## src/rtl/serial_rx_pkg.sv

```systemverilog
// Shared definitions for the serial frame receiver: FSM state encoding and default payload width.
package serial_rx_pkg;

  localparam int DEFAULT_DATA_W = 8;

  typedef enum logic [1:0] {
    IDLE   = 2'd0,
    DATA   = 2'd1,
    PARITY = 2'd2,
    STOP   = 2'd3
  } rx_state_t;

endpackage

```

## src/rtl/sipo_shift.sv

```systemverilog
// Serial-in parallel-out shift register; bits enter at the MSB so the first bit received ends at bit 0.
module sipo_shift #(
  parameter int DATA_W = 8
) (
  input  logic              clk,
  input  logic              rst_n,
  input  logic              shift_en,
  input  logic              d,
  output logic [DATA_W-1:0] q
);

  logic [DATA_W-1:0] q_q;

  always_ff @(posedge clk or negedge rst_n) begin
    if (!rst_n) begin
      q_q <= '0;
    end else if (shift_en) begin
      if (DATA_W > 1) q_q <= {d, q_q[DATA_W-1:1]};
      else            q_q <= {DATA_W{d}};
    end
  end

  assign q = q_q;

endmodule

```

## src/rtl/serial_frame_rx.sv

```systemverilog
// Serial frame receiver: start bit, DATA_W payload bits LSB first, optional even parity, stop bit.
// Define SERIAL_RX_PARITY_EN to add the parity bit and the parity_err output.
module serial_frame_rx
  import serial_rx_pkg::*;
#(
  parameter int DATA_W = DEFAULT_DATA_W
) (
  input  logic              clk,
  input  logic              rst_n,
  input  logic              d,
  output logic [DATA_W-1:0] data,
  output logic              valid,
  output logic              frame_err,
`ifdef SERIAL_RX_PARITY_EN
  output logic              parity_err,
`endif
  output logic              busy
);

  localparam int CNT_W = (DATA_W > 1) ? $clog2(DATA_W) : 1;

  rx_state_t         state_q, state_d;
  logic [CNT_W-1:0]  cnt_q, cnt_d;
  logic [DATA_W-1:0] data_q, data_d;
  logic              valid_q, valid_d;
  logic              frame_err_q, frame_err_d;
  logic              shift_en;
  logic [DATA_W-1:0] shift_q;
  logic              stop_ok;

  sipo_shift #(.DATA_W(DATA_W)) u_shift (
    .clk      (clk),
    .rst_n    (rst_n),
    .shift_en (shift_en),
    .d        (d),
    .q        (shift_q)
  );

`ifdef SERIAL_RX_PARITY_EN
  logic par_ok_q, par_ok_d;
  logic parity_err_q, parity_err_d;
`endif

  always_ff @(posedge clk or negedge rst_n) begin
    if (!rst_n) begin
      state_q     <= IDLE;
      cnt_q       <= '0;
      data_q      <= '0;
      valid_q     <= 1'b0;
      frame_err_q <= 1'b0;
`ifdef SERIAL_RX_PARITY_EN
      par_ok_q     <= 1'b1;
      parity_err_q <= 1'b0;
`endif
    end else begin
      state_q     <= state_d;
      cnt_q       <= cnt_d;
      data_q      <= data_d;
      valid_q     <= valid_d;
      frame_err_q <= frame_err_d;
`ifdef SERIAL_RX_PARITY_EN
      par_ok_q     <= par_ok_d;
      parity_err_q <= parity_err_d;
`endif
    end
  end

  always_comb begin
    state_d     = state_q;
    cnt_d       = cnt_q;
    data_d      = data_q;
    valid_d     = 1'b0;
    frame_err_d = 1'b0;
    shift_en    = 1'b0;
    stop_ok     = d;
`ifdef SERIAL_RX_PARITY_EN
    par_ok_d     = par_ok_q;
    parity_err_d = 1'b0;
`endif
    case (state_q)
      IDLE: begin
        cnt_d = '0;
        if (!d) state_d = DATA;
      end
      DATA: begin
        shift_en = 1'b1;
        if (cnt_q == CNT_W'(DATA_W - 1)) begin
          cnt_d = '0;
`ifdef SERIAL_RX_PARITY_EN
          state_d = PARITY;
`else
          state_d = STOP;
`endif
        end else begin
          cnt_d = cnt_q + 1'b1;
        end
      end
`ifdef SERIAL_RX_PARITY_EN
      PARITY: begin
        // Even parity: the parity bit makes the total count of ones even.
        par_ok_d = (d == ^shift_q);
        state_d  = STOP;
      end
`endif
      STOP: begin
        state_d     = IDLE;
        frame_err_d = !d;
`ifdef SERIAL_RX_PARITY_EN
        parity_err_d = !par_ok_q;
        stop_ok      = d && par_ok_q;
`endif
        if (stop_ok) begin
          data_d  = shift_q;
          valid_d = 1'b1;
        end
      end
      default: state_d = IDLE;
    endcase
  end

  assign data      = data_q;
  assign valid     = valid_q;
  assign frame_err = frame_err_q;
  assign busy      = (state_q != IDLE);
`ifdef SERIAL_RX_PARITY_EN
  assign parity_err = parity_err_q;
`endif

endmodule

```

## config.mk

```make
export PLATFORM = sky130hd
export DESIGN_NAME = serial_frame_rx
export DESIGN_NICKNAME = d
export VERILOG_FILES = /design/src/rtl/serial_rx_pkg.sv /design/src/rtl/sipo_shift.sv /design/src/rtl/serial_frame_rx.sv
export SDC_FILE = /design/constraint.sdc
export NUM_CORES = 1
export LEC_CHECK = 0
export CORE_MARGIN = 5
export CORE_UTILIZATION = 58
export DETAILED_ROUTE_END_ITERATION = 16
export DONT_BUFFER_PORTS = 1
export GPL_TIMING_DRIVEN = 0
export PLACE_DENSITY = 0.74
export SYNTH_ARGS = -nofsm -noshare
export SYNTH_HDL_FRONTEND = slang
export SYNTH_HIERARCHICAL = 1
export SYNTH_SLANG_ARGS = --single-unit
```

## constraint.sdc

```tcl
create_clock -name clk -period 1.55 [get_ports clk]
set_input_delay 0.31 -clock clk [delete_from_list [all_inputs] [get_ports clk]]
set_output_delay 0.31 -clock clk [all_outputs]
set_load 0.1 [all_outputs]
```

==> results.ini <==
[timing]
fmax_mhz=669
timing.final.crit_share=0.964
setup_viol=0
rsz0062_at_grt=yes
relSlewSlack=0.352
fin_crit_ps=1490
maxSlewViolCount=0
tightest_slew_ps=969
hold_viol=0
finClkSkew_ps=5.92

[drt]
drc=0
drt-total-wl_um=1230
post_drt_wl_per_cell_um=15.8
drt-initial-drc-count=2
avgViaCountPerCell=5.64
drt_pass1_iterations=2
ant_nets=0
vias=440

[die]
initial_utilization=0.612
dieArea_sq_um=2490
coreArea_sq_um=1510
die_w_um=49.9
row_count=14
io_pins=14
dieHeight_um=49.9

[final_layout]
final_cell_mix=13 x dfrtp_1, 10 x dfrtp_2, 8 x mux2_2, 8 x mux2_4
layout.cells.non_filler=78
diodes=0
drive_gt1_frac=0.565
fin_nets=68
final_common_cell=dfrtp_1
synthToLayoutAreaGrowth_pct=8.28
fillers=115

[synth]
synth_area_per_cell_sq_um=16.2
synthesis.area_sq_um=922
synth_warnings=6
synthDistinctLibCells=16
synth.net_count=62
syn_inst=57
seq_area_frac_synth=0.624
ys_ff_latch=23

[setup_path]
critPathKind=reg -> out
startpoint_type=register
cpLargestDelayFamily=flip-flops
worst-path-max-fanout=9
cp-end-kind=primary output
required_ps=1240
path_buf_inv=1
slowest_delay_ps=390
path_cells=buf_6, or2_4
crit_arrival_ps=1180
slowest_stage=dfrtp_1

[global_routing]
antenna_found_initial=0
grt_pass1_vias=538
grt-ovfl-total=0
globalRouteTotalUtil=0.124
grt_max_degree=24
grt_first_pass_wirelength_um=2390

[clock_network]
clkTransAtPathRegs_ps=120
clockRootBuffer=clkbuf_4
clock-sinks=23
clk_latency_ps=290
h-tree-depth=1
cts_setup_buffers=0
cts_tree=yes
numCtsBuffers=3
clockBufferDepth=2

[place]
port_buffers=0
post-dp-hpwl_um=856
place_congestion=0.703
placed_cells=73

[run_status]
outcome=completed

[hold_path]
hp-class=in -> reg

[job]
maxCapViolCount=0

layer usage:
layer,global-route usage,vias to the layer above,share of wire
li1,-,206,-
met1,0.169,223,0.47
met2,0.178,11,0.46
met3,0.0392,0,0.071
met4,0.0568,0,0
met5,0,-,0
final cells by class:
cell class / count / area (sq um) / share of cell area
multi-input combinational: 29 / 319 / 0.320
sequential: 23 / 588 / 0.589
tap: 16 / 20.0 / 0.0201
timing repair buffer: 1 / 10.0 / 0.0100
buffer: 2 / 22.5 / 0.0226
clock inverter: 1 / 5.00 / 0.00501
clock buffer: 3 / 22.5 / 0.0226
inverter: 3 / 11.3 / 0.0113
cells in the mapped netlist:
master   number  area, sq um
a32o_1        1         10.0
inv_1         3         11.3
nor2_1        2         7.51
mux2_4        8          120
or2_2         1         6.26
a21oi_1       1         5.00
buf_4         1         7.51
nand2_1       1         3.75
nand3_4       1         17.5
a22o_1        2         17.5
mux2_2        8         90.1
dfrtp_1      23          576
ha_1          2         25.0
buf_6         1         11.3
nor3_1        1         5.00
nor2b_2       1         8.76
timing repair:
item / in CTS / in global routing
setup endpoints to repair: 10 / 2
pin swaps: 0 / 1
hold buffers: 1 / 0
endpoints found under the hold margin: 23 / 0
resized for setup: 10 / 2
final timing paths:
| path | start | endpoint | slack (ps) | cells past startpoint |
|---|---|---|---|---|
| min | d | frame_err | 70 | 1 |
| max | state_q[1] | busy | 60 | 2 |
| max in group asynchronous | rst_n | data[5] | 290 | 1 |
| min reg2reg | cnt_q[1] | cnt_q[1] | 520 | 1 |
| max reg2reg | state_q[0] | u_shift/q[6] | 180 | 3 |
| min in group asynchronous | rst_n | u_shift/q[0] | 610 | 1 |
registers in the layout, summed over array words and instances, names as in the netlist:
name       flops
cnt_q          3
valid          1
frame_err      1
state_q        2
data           8
u_shift/q      8
metrics by stage:
step	TNS [ps]	utilization	area (sq um)	worst slack, ps	hold WS (ps)
global placement	0	0.625	942	211	14.9
finish	0	0.663	998	55.9	65.9
global route	-13.0	0.663	998	-13.0	47.5
CTS	0	0.659	993	2.84	44.1
detailed placement	0	0.625	942	207	14.9
floorplan	0	-	922	224	14.4
kinds of logic after synthesis:
family,count (synthesis),synth area share
AOI/OAI and AO/OA,4,0.0353
DFF,23,0.624
and+or+nand+nor,7,0.0529
muxes,16,0.228
buffers and inverters,5,0.0326
adders and majority gates,2,0.0271
Power is left out: the tool's default activity adds up to more than one toggle a clock period on the data nets, which glitch-free logic cannot reach.
